## config.mk

```make
export PLATFORM = sky130hd
export DESIGN_NAME = bcd_time_counter_flat
export DESIGN_NICKNAME = d
export VERILOG_FILES = /design/src/rtl/bcd_time_counter_pkg.sv /design/src/rtl/bcd_time_counter_if.sv /design/src/rtl/bcd_time_counter_bcd_counter.sv /design/src/rtl/bcd_time_counter.sv /design/src/flat_wrapper.sv
export SDC_FILE = /design/constraint.sdc
export NUM_CORES = 1
export LEC_CHECK = 0
export ABC_CLOCK_PERIOD_IN_PS = 1830
export CORE_MARGIN = 2
export CORE_UTILIZATION = 47
export CTS_BUF_LIST = sky130_fd_sc_hd__clkbuf_16
export DETAILED_ROUTE_END_ITERATION = 6
export GPL_TIMING_DRIVEN = 0
export PLACE_DENSITY = 0.84
export SETUP_SLACK_MARGIN = 0.05
export SYNTH_ARGS = -nofsm -noshare
export SYNTH_HDL_FRONTEND = slang
export SYNTH_SLANG_ARGS = --single-unit
```

## constraint.sdc

```tcl
create_clock -name clk -period 1.83 [get_ports clk]
set_input_delay 0.183 -clock clk [delete_from_list [all_inputs] [get_ports clk]]
set_output_delay 0.183 -clock clk [all_outputs]
set_load 0.01 [all_outputs]
```

## src/rtl/bcd_time_counter_pkg.sv

```systemverilog
// Shared BCD constants and clock-setting state encodings.
package bcd_time_counter_pkg;

  localparam int unsigned BCD_BIT_WIDTH = 4;

  typedef logic [BCD_BIT_WIDTH-1:0] bcd_t;

  localparam bcd_t BCD_ZERO  = 4'd0;
  localparam bcd_t BCD_ONE   = 4'd1;
  localparam bcd_t BCD_TWO   = 4'd2;
  localparam bcd_t BCD_THREE = 4'd3;
  localparam bcd_t BCD_FOUR  = 4'd4;
  localparam bcd_t BCD_FIVE  = 4'd5;
  localparam bcd_t BCD_SIX   = 4'd6;
  localparam bcd_t BCD_SEVEN = 4'd7;
  localparam bcd_t BCD_EIGHT = 4'd8;
  localparam bcd_t BCD_NINE  = 4'd9;

  localparam logic ENABLED  = 1'b1;
  localparam logic DISABLED = 1'b0;

  typedef enum logic [1:0] {
    STATE_RUN      = 2'd0,
    STATE_SET_HOUR = 2'd1,
    STATE_SET_MIN  = 2'd2
  } state_t;

endpackage

```

## src/rtl/bcd_time_counter_if.sv

```systemverilog
// Control pulses in, BCD time digits / state / day carry out.
interface bcd_time_counter_if;
  import bcd_time_counter_pkg::*;

  logic       tick_1hz;
  logic       btn_mode;
  logic       btn_inc;
  bcd_t       sec0;
  bcd_t       sec1;
  bcd_t       min0;
  bcd_t       min1;
  bcd_t       hour0;
  bcd_t       hour1;
  logic [1:0] set_state;
  logic       day_carry;

  modport master (
    output tick_1hz, btn_mode, btn_inc,
    input  sec0, sec1, min0, min1, hour0, hour1, set_state, day_carry
  );

  modport slave (
    input  tick_1hz, btn_mode, btn_inc,
    output sec0, sec1, min0, min1, hour0, hour1, set_state, day_carry
  );

endinterface

```

## src/rtl/bcd_time_counter_bcd_counter.sv

```systemverilog
// Two-digit BCD counter with terminal value TERM_HI:TERM_LO.
// carry is combinational (inc at terminal) so counters cascade on one edge.
module bcd_counter
  import bcd_time_counter_pkg::*;
#(
  parameter bcd_t TERM_HI = BCD_FIVE,
  parameter bcd_t TERM_LO = BCD_NINE
) (
  input  logic clk,
  input  logic rst_n,
  input  logic inc,
  input  logic clr,
  output bcd_t d0,
  output bcd_t d1,
  output logic carry
);

  logic at_term;

  assign at_term = (d1 == TERM_HI) && (d0 == TERM_LO);
  assign carry   = inc && at_term;

  // Digit registers: clear, wrap at terminal, or BCD increment.
  always_ff @(posedge clk or negedge rst_n) begin
    if (!rst_n) begin
      d0 <= BCD_ZERO;
      d1 <= BCD_ZERO;
    end else if (clr) begin
      d0 <= BCD_ZERO;
      d1 <= BCD_ZERO;
    end else if (inc) begin
      if (at_term) begin
        d0 <= BCD_ZERO;
        d1 <= BCD_ZERO;
      end else if (d0 >= BCD_NINE) begin
        d0 <= BCD_ZERO;
        d1 <= d1 + BCD_ONE;
      end else begin
        d0 <= d0 + BCD_ONE;
      end
    end
  end

endmodule

```

## src/rtl/bcd_time_counter.sv

```systemverilog
// 24-hour BCD clock: run/set state machine and increment/carry routing
// around three two-digit counters.
module bcd_time_counter
  import bcd_time_counter_pkg::*;
(
  input  logic               clk,
  input  logic               rst_n,
  bcd_time_counter_if.slave  bus
);

  state_t state;
  state_t state_nxt;

  logic is_run;
  logic is_set_hour;
  logic is_set_min;
  logic inc_ok;
  logic sec_inc;
  logic sec_clr;
  logic min_inc;
  logic hour_inc;
  logic sec_carry;
  logic min_carry;
  logic hour_carry;
  logic day_carry_q;

  // State register.
  always_ff @(posedge clk or negedge rst_n) begin
    if (!rst_n) state <= STATE_RUN;
    else        state <= state_nxt;
  end

  // Next state: btn_mode cycles RUN -> SET_HOUR -> SET_MIN -> RUN.
  always_comb begin
    state_nxt = STATE_RUN;
    case (state)
      STATE_RUN:      state_nxt = bus.btn_mode ? STATE_SET_HOUR : STATE_RUN;
      STATE_SET_HOUR: state_nxt = bus.btn_mode ? STATE_SET_MIN  : STATE_SET_HOUR;
      STATE_SET_MIN:  state_nxt = bus.btn_mode ? STATE_RUN      : STATE_SET_MIN;
      default:        state_nxt = STATE_RUN;
    endcase
  end

  // btn_mode takes priority, so a coincident btn_inc is dropped.
  assign is_run      = (state == STATE_RUN);
  assign is_set_hour = (state == STATE_SET_HOUR);
  assign is_set_min  = (state == STATE_SET_MIN);
  assign inc_ok      = bus.btn_inc && !bus.btn_mode;

  assign sec_inc  = is_run && bus.tick_1hz;
  assign sec_clr  = is_set_min && bus.btn_mode;
  assign min_inc  = is_run ? sec_carry : (is_set_min && inc_ok);
  assign hour_inc = is_run ? min_carry : (is_set_hour && inc_ok);

  // Day rollover pulse; hour wraps while setting are not day rollovers.
  always_ff @(posedge clk or negedge rst_n) begin
    if (!rst_n) day_carry_q <= DISABLED;
    else        day_carry_q <= is_run && hour_carry;
  end

  assign bus.day_carry = day_carry_q;
  assign bus.set_state = state;

  bcd_counter #(.TERM_HI(BCD_FIVE), .TERM_LO(BCD_NINE)) u_sec (
    .clk   (clk),
    .rst_n (rst_n),
    .inc   (sec_inc),
    .clr   (sec_clr),
    .d0    (bus.sec0),
    .d1    (bus.sec1),
    .carry (sec_carry)
  );

  bcd_counter #(.TERM_HI(BCD_FIVE), .TERM_LO(BCD_NINE)) u_min (
    .clk   (clk),
    .rst_n (rst_n),
    .inc   (min_inc),
    .clr   (DISABLED),
    .d0    (bus.min0),
    .d1    (bus.min1),
    .carry (min_carry)
  );

  bcd_counter #(.TERM_HI(BCD_TWO), .TERM_LO(BCD_THREE)) u_hour (
    .clk   (clk),
    .rst_n (rst_n),
    .inc   (hour_inc),
    .clr   (DISABLED),
    .d0    (bus.hour0),
    .d1    (bus.hour1),
    .carry (hour_carry)
  );

endmodule

```

## src/flat_wrapper.sv

```systemverilog
// flat-port wrapper written by rule: the top's interface ports become plain ports
module bcd_time_counter_flat import bcd_time_counter_pkg::*;
  (clk, rst_n, bus_tick_1hz, bus_btn_mode, bus_btn_inc, bus_sec0, bus_sec1, bus_min0, bus_min1, bus_hour0, bus_hour1, bus_set_state, bus_day_carry);
  bcd_time_counter_if bus_i ();
  input  logic clk;
  input  logic rst_n;
  input wire logic [$bits(bus_i.tick_1hz)-1:0] bus_tick_1hz;
  input wire logic [$bits(bus_i.btn_mode)-1:0] bus_btn_mode;
  input wire logic [$bits(bus_i.btn_inc)-1:0] bus_btn_inc;
  output wire logic [$bits(bus_i.sec0)-1:0] bus_sec0;
  output wire logic [$bits(bus_i.sec1)-1:0] bus_sec1;
  output wire logic [$bits(bus_i.min0)-1:0] bus_min0;
  output wire logic [$bits(bus_i.min1)-1:0] bus_min1;
  output wire logic [$bits(bus_i.hour0)-1:0] bus_hour0;
  output wire logic [$bits(bus_i.hour1)-1:0] bus_hour1;
  output wire logic [$bits(bus_i.set_state)-1:0] bus_set_state;
  output wire logic [$bits(bus_i.day_carry)-1:0] bus_day_carry;
  assign bus_i.tick_1hz = bus_tick_1hz;
  assign bus_i.btn_mode = bus_btn_mode;
  assign bus_i.btn_inc = bus_btn_inc;
  assign bus_sec0 = bus_i.sec0;
  assign bus_sec1 = bus_i.sec1;
  assign bus_min0 = bus_i.min0;
  assign bus_min1 = bus_i.min1;
  assign bus_hour0 = bus_i.hour0;
  assign bus_hour1 = bus_i.hour1;
  assign bus_set_state = bus_i.set_state;
  assign bus_day_carry = bus_i.day_carry;
  bcd_time_counter u_core (.clk(clk), .rst_n(rst_n), .bus(bus_i));
endmodule
```

After elaboration in Yosys (flattened, before gate mapping)
Cells that the tools add are included.
{ "word_totals": {"reg_bits": 27, "word_cells": 68, "latchBits": 0, "output_inout_bits": 27, "memories": 0, "in_bits": 5, "ram_bits": 0, "mem_bits_ro": 0} }
{ "classes": {"order_cmp": 3, "n_reduce_logical": 21, "n_shift": 0, "mux": 22, "div": 0, "mul": 0, "bitwise": 0, "n_eq_ne": 8, "n_addsub": 6} }
{ "ops": {"columns": ["op", "count"], "rows": [
  ["$mux 4", 16],
  ["$add 4x1->4 const B", 6],
  ["$ge 4x4->1 const B", 3],
  ["$logic_and 1x1->1", 12],
  ["$eq 4x2->1 const B", 2],
  ["$eq 4x3->1 const B", 2],
  ["$eq 4x4->1 const B", 2],
  ["$pmux 2 s3", 1],
  ["$reduce_and 2->1", 3],
  ["$reduce_bool 2->1", 3],
  ["$mux 2", 2],
  ["$mux 1", 3],
  ["$reduce_bool 3->1", 1],
  ["$eq 2x1->1 const B", 1],
  ["$eq 2x2->1 const B", 1],
  ["$logic_not 2->1", 1],
  ["$logic_not 1->1", 1]
]} }

Depth between registers and ports, before layout
Gate-level depths: netlist of run 1.
{ "depth": {"depth_word": 8, "depth_mapped": 8, "ltp_nobuf": 6} }

By module
From an unflattened synthesis of run 1, not the netlist that was laid out.
{ "hier_totals": {"hier_cells": 194, "hier_area_um2": 1833.0} }
{ "by_module_without_submodules": {"columns": ["mod", "cells_each", "area_each_um2", "n_inst", "seq_area_each_um2"], "rows": [
  ["bcd_counter at u_core.u_min ...", 59, 539.3, 2, 200.2],
  ["bcd_counter at u_core.u_hour", 60, 590.6, 1, 200.2],
  ["bcd_time_counter", 16, 163.9, 1, 75.1]
]} }

Least setup slack after synthesis of run 1
OpenSTA, ideal clock, no wires.
{ "synth_path": {"kind": "reg2reg", "startpoint": "reg u_core.u_sec.d0[0]", "endpoint": "reg u_core.u_hour.d0[2]", "setup_ps": 122, "synth_period_minus_slack_ps": 1880, "stages_incl_launch_ff": 8, "n_path_buf": 2, "required_ps": 1708, "arrival_time_ps": 1758, "slack_ps": -50, "path_cell_list": "dfrtp_1 ha_1 and4b_1 buf_2 and4_1 buf_2 or2_4 a32o_1"} }
{ "synth_between": {"elab_chain_len": 6} }
{ "synth_lines": {"columns": ["item", "line_no", "source"], "rows": [
  ["start: declaration", "bcd_time_counter_bcd_counter.sv:13", "output bcd_t d0,"],
  ["start signal: assignment", "bcd_time_counter_bcd_counter.sv:39", "d0 <= d0 + BCD_ONE;"],
  ["$eq 4x4->1", "bcd_time_counter_bcd_counter.sv:20", "assign at_term = (d1 == TERM_HI) && (d0 == TERM_LO);"],
  ["$logic_and 1x1->1", "bcd_time_counter_bcd_counter.sv:20", null],
  ["$logic_and 1x1->1", "bcd_time_counter_bcd_counter.sv:21", "assign carry = inc && at_term;"],
  ["$mux 1", "bcd_time_counter.sv:52", "assign min_inc = is_run ? sec_carry : (is_set_min && inc_ok);"],
  ["$logic_and 1x1->1", "bcd_time_counter_bcd_counter.sv:21", null],
  ["$mux 1", "bcd_time_counter.sv:53", "assign hour_inc = is_run ? min_carry : (is_set_hour && inc_ok);"],
  ["end signal: assignment", "bcd_time_counter_bcd_counter.sv:39", null],
  ["end: declaration", "bcd_time_counter_bcd_counter.sv:13", null]
]} }
No other way between the ends.
A chain may end at the register's enable or synchronous reset.

Worst setup path after layout of run 1
{ "layout_path": {"startpoint": "reg u_core.u_sec.d0[1]", "endpoint": "reg u_core.u_min.d1[3]"} }
{ "layout_between": {"elab_chain_len": 5} }
{ "layout_lines": {"columns": ["item", "line_no", "source"], "rows": [
  ["$eq 4x4->1", "bcd_time_counter_bcd_counter.sv:20", null],
  ["$logic_and 1x1->1", "bcd_time_counter_bcd_counter.sv:20", null],
  ["$logic_and 1x1->1", "bcd_time_counter_bcd_counter.sv:21", null],
  ["$mux 1", "bcd_time_counter.sv:52", null],
  ["$reduce_and 2->1 (no line)", null, null],
  ["end signal: assignment", "bcd_time_counter_bcd_counter.sv:37", "d1 <= d1 + BCD_ONE;"],
  ["end: declaration", "bcd_time_counter_bcd_counter.sv:14", "output bcd_t d1,"]
]} }
No other way between the ends.

==> qor.csv, run 1 <==
stage;metric;value;unit
finish;fin_nets;243;
sta;finalSetupViolations;0;
sta;rsz0062_at_grt;yes;
floorplan;die_h;64.6;microns
sta;worst_pin_slew;1.21;ns
grt;grt_max_degree;28;
synthesis;yosysTopAreaCell;dfrtp_1;
pwr;switching_share;38.4;%
critical_path;crit_fanout;6;
grt;antenna_found_initial;0;
clock_tree;cts.hold.buffers_added;0;
floorplan;boundaryPins;32;
finish;drive_gt1_share;22.5;%
synthesis;yosys_warnings;0;
routing;wl;3.89;mm
synthesis;synth-edff-count;0;
routing;wl_per_cell;14.4;microns
floorplan;die_area;4170;sq um
placed_design;dp.cells;253;
placed_design;dpl.hpwl;2.57;mm
floorplan;core;3610;sq um
routing;via_per_inst;5.68;
clock_tree;cts_inserted_buffers;3;
pwr;comb_power_share;53.0;%
synthesis;async_flop_share;100;%
job;maxCapViolCount;0;
grt;grt_pass1_wl;6.56;mm
sta;clock.fmax;0.551;GHz
routing;ant_nets;0;
synthesis;synthCells;175;
critical_path;path_class;reg -> reg;
sta;finalWorstSetupSlack;0.0157;ns
grt;grt_usage;19.6;%
critical_path;critPathSlowestCell;or4_1;
clock_tree;htree_levels;1;
clock_tree;clock_path_buffers;2;
finish;multi_input_area;1000;sq um
critical_path;required;2.01;ns
sta;clock_skew;0.00153;ns
floorplan;row_count;22;
placed_design;place_congestion;0.824;
critical_path;slowest_delay;0.49;ns
sta;hold_viol;0;
floorplan;die_w;64.6;microns
finish;final_cells;270;
finish;num_antenna_cells;0;
pwr;cellLeakagePower;0.00103;uW
synthesis;synth_ff_type;dfrtp_1;
min_path;min_path_cells;2;
critical_path;rr_worst_depth;6;
synthesis;yosysSeqAreaShare;39.2;%
synthesis;syn_nets;195;
sta;post-route-period-util;99.1;%
synthesis;synthDistinctLibCells;50;
finish;regArea;677;sq um
pwr;ir_worst_vdd;0.000741;V
clock_tree;insertion_delay;0.26;ns
run_status;status;complete, no violations;
clock_tree;clock-root-buffer;clkbuf_16;
placed_design;dpl_worst_slack;-0.0434;ns
pwr;power_density;1420;nW/um^2
clock_tree;cts_tree;done;
clock_tree;clkTransAtPathRegs;0.07;ns
critical_path;worstPathCellList;inv_2 -> ha_4 -> and4b_2 -> a31oi_2 -> or4_1 -> a22oi_1;
min_path;min-delay-path-class;in -> reg;
routing;via_count;1533;
finish;n_fill_cell;306;
pwr;internal_power;2040;uW
pwr;p_clk_share;15.3;%
finish;syn_to_final_growth;35.6;%
synthesis;synth-seq-cells;27;
critical_path;critPathArrivalTime;1.99;ns
clock_tree;cts.sink_count;27;
sta;report.final.slew_viol_count;0;
grt;grt_pass1_vias;1449;
synthesis;synth_area;1720;sq um
pwr;seqPwrFrac;31.7;%
routing;dr.pass1.iters;4;
placed_design;portBuffers;30;
routing;drc;0;
sta;min_period;1.81;ns
synthesis;syn_area_per_cell;9.85;sq um
floorplan;initial_core_util;47.8;%
pwr;p_switching;1270;uW
critical_path;end_kind;flop;
synthesis;yosysMostFrequentCell;dfrtp_1;
synthesis;synth_top_area_share;39.2;%
sta;relSlewSlack;19.4;%
routing;initialDrtViolationCount;106;
grt;gr-total-overflow;0;
synthesis;synth.area.top_cells;dfrtp_1 (39%), ha_1 (11%), o21ai_0 (4.4%);
critical_path;startpoint_type;flop;
synthesis;synthTopCellsByCount;dfrtp_1 (27), ha_1 (15), inv_1 (15), o21ai_0 (15), nor2_1 (12);
cell families (layout without fill, tap and decap cells):
family	after synthesis	in the layout	share of synthesized area, %
AND/OR/NAND/NOR	59	59	22.2
AO/OA/AOI/OAI	46	46	18.3
flip-flops	27	27	39.2
buffers and inverters	22	69	6.02
adder cells (fa/ha/maj)	15	15	10.9
XOR/XNOR	3	3	1.52
multiplexers	3	3	1.89
area by class of cell:
class                      count  area share [%]
multi-input combinational    126            42.9
inverter                      15            2.41
clock buffer                   3            3.21
clock inverter                 1           0.214
tap                           48            2.57
sequential                    27            29.0
buffer                         6            2.36
timing repair buffer          44            17.3
sequential cells by signal, indices dropped and copies added, names as in the netlist:
register,count
u_core.bus.set_state,2
u_core.u_sec.d1,4
u_core.u_hour.d1,4
u_core.u_hour.d0,4
u_core.u_min.d1,4
u_core.u_min.d0,4
u_core.u_sec.d0,4
u_core.bus.day_carry,1
path summary, 6_finish.rpt:
kind                                                     end  slack (ns)                           start
max                           u_core.u_min.d1[3]$_DFFE_PN0P_        0.02  u_core.u_sec.d0[1]$_DFFE_PN0P_
min                        u_core.bus.set_state[1]$_DFF_PN0_        0.23                    bus_btn_mode
max reg2reg                   u_core.u_min.d1[3]$_DFFE_PN0P_        0.02  u_core.u_sec.d0[1]$_DFFE_PN0P_
min reg2reg                   u_core.u_sec.d1[3]$_DFFE_PN0P_        0.55  u_core.u_sec.d1[3]$_DFFE_PN0P_
max in group asynchronous     u_core.u_sec.d0[0]$_DFFE_PN0P_        0.47                           rst_n
min in group asynchronous     u_core.u_min.d0[2]$_DFFE_PN0P_        0.56                           rst_n
critical path, delay by kind of cell, from the launching register on:
family | cells | cell delay [ns]
flops | 1 | 0.40
fa+ha+maj | 1 | 0.13
compound gates | 2 | 0.31
buf+inv | 1 | 0.10
simple gates | 2 | 0.79
what timing repair did:
action,in CTS,in global routing
pin swaps,1,1
buffers inserted,8,6
setup endpoints to repair,12,13
resized for setup,4,12
layer usage:
layer | global-route usage [%] | share of wire (%)
met5 | 0 | 0
met4 | 5.59 | 1.2
met3 | 2.78 | 4.2
met2 | 32.9 | 50
met1 | 26.2 | 44
power by group through the flow:
stage / Clock [uW] / Sequential (uW) / Combinational [uW]
floorplan: 0 / 1150 / 783
CTS: 508 / 1030 / 1640
finish: 506 / 1050 / 1750
global placement: 0 / 1090 / 1430
detailed placement: 0 / 1100 / 1460
global route: 539 / 1090 / 1940
per-stage QoR:
step | total power, uW | instance area, sq um | util, % | setup TNS, ns | hold WS (ns)
floorplan | 1930 | 1740 | - | 0 | -0.113
global placement | 2520 | 2100 | 58.4 | -0.0372 | 0.499
detailed placement | 2560 | 2100 | 58.4 | -0.122 | 0.507
CTS | 3190 | 2250 | 62.5 | 0 | 0.232
global route | 3560 | 2340 | 64.8 | -0.0529 | 0.252
finish | 3310 | 2340 | 64.8 | 0 | 0.230
placed cells by master (no fill, tap or decap), drive strengths merged, types with 4 or more instances in the layout:
cell type      synthesis  layout
dfrtp                 27      27
buf                    6      19
a21oi                  5       5
inv                   15      15
clkbuf                 1       4
ha                    15      15
clkdlybuf4s50          0      30
nand2                  6       6
o21ai                 15      15
nor2                  12      12
nand3                 10      10
Note: power is estimated with default switching activity, not from simulation.
==> inputs of run 2 (changes only) <==
--- a/config.mk
+++ b/config.mk
@@ -10,6 +10,7 @@
 export CORE_UTILIZATION = 47
 export CTS_BUF_LIST = sky130_fd_sc_hd__clkbuf_16
 export DETAILED_ROUTE_END_ITERATION = 6
+export GPL_ROUTABILITY_DRIVEN = 0
 export GPL_TIMING_DRIVEN = 0
 export PLACE_DENSITY = 0.84
 export SETUP_SLACK_MARGIN = 0.05
==> results of run 2 <==
Same layout as run 1: the final DEF is identical, and so are final timing and power.
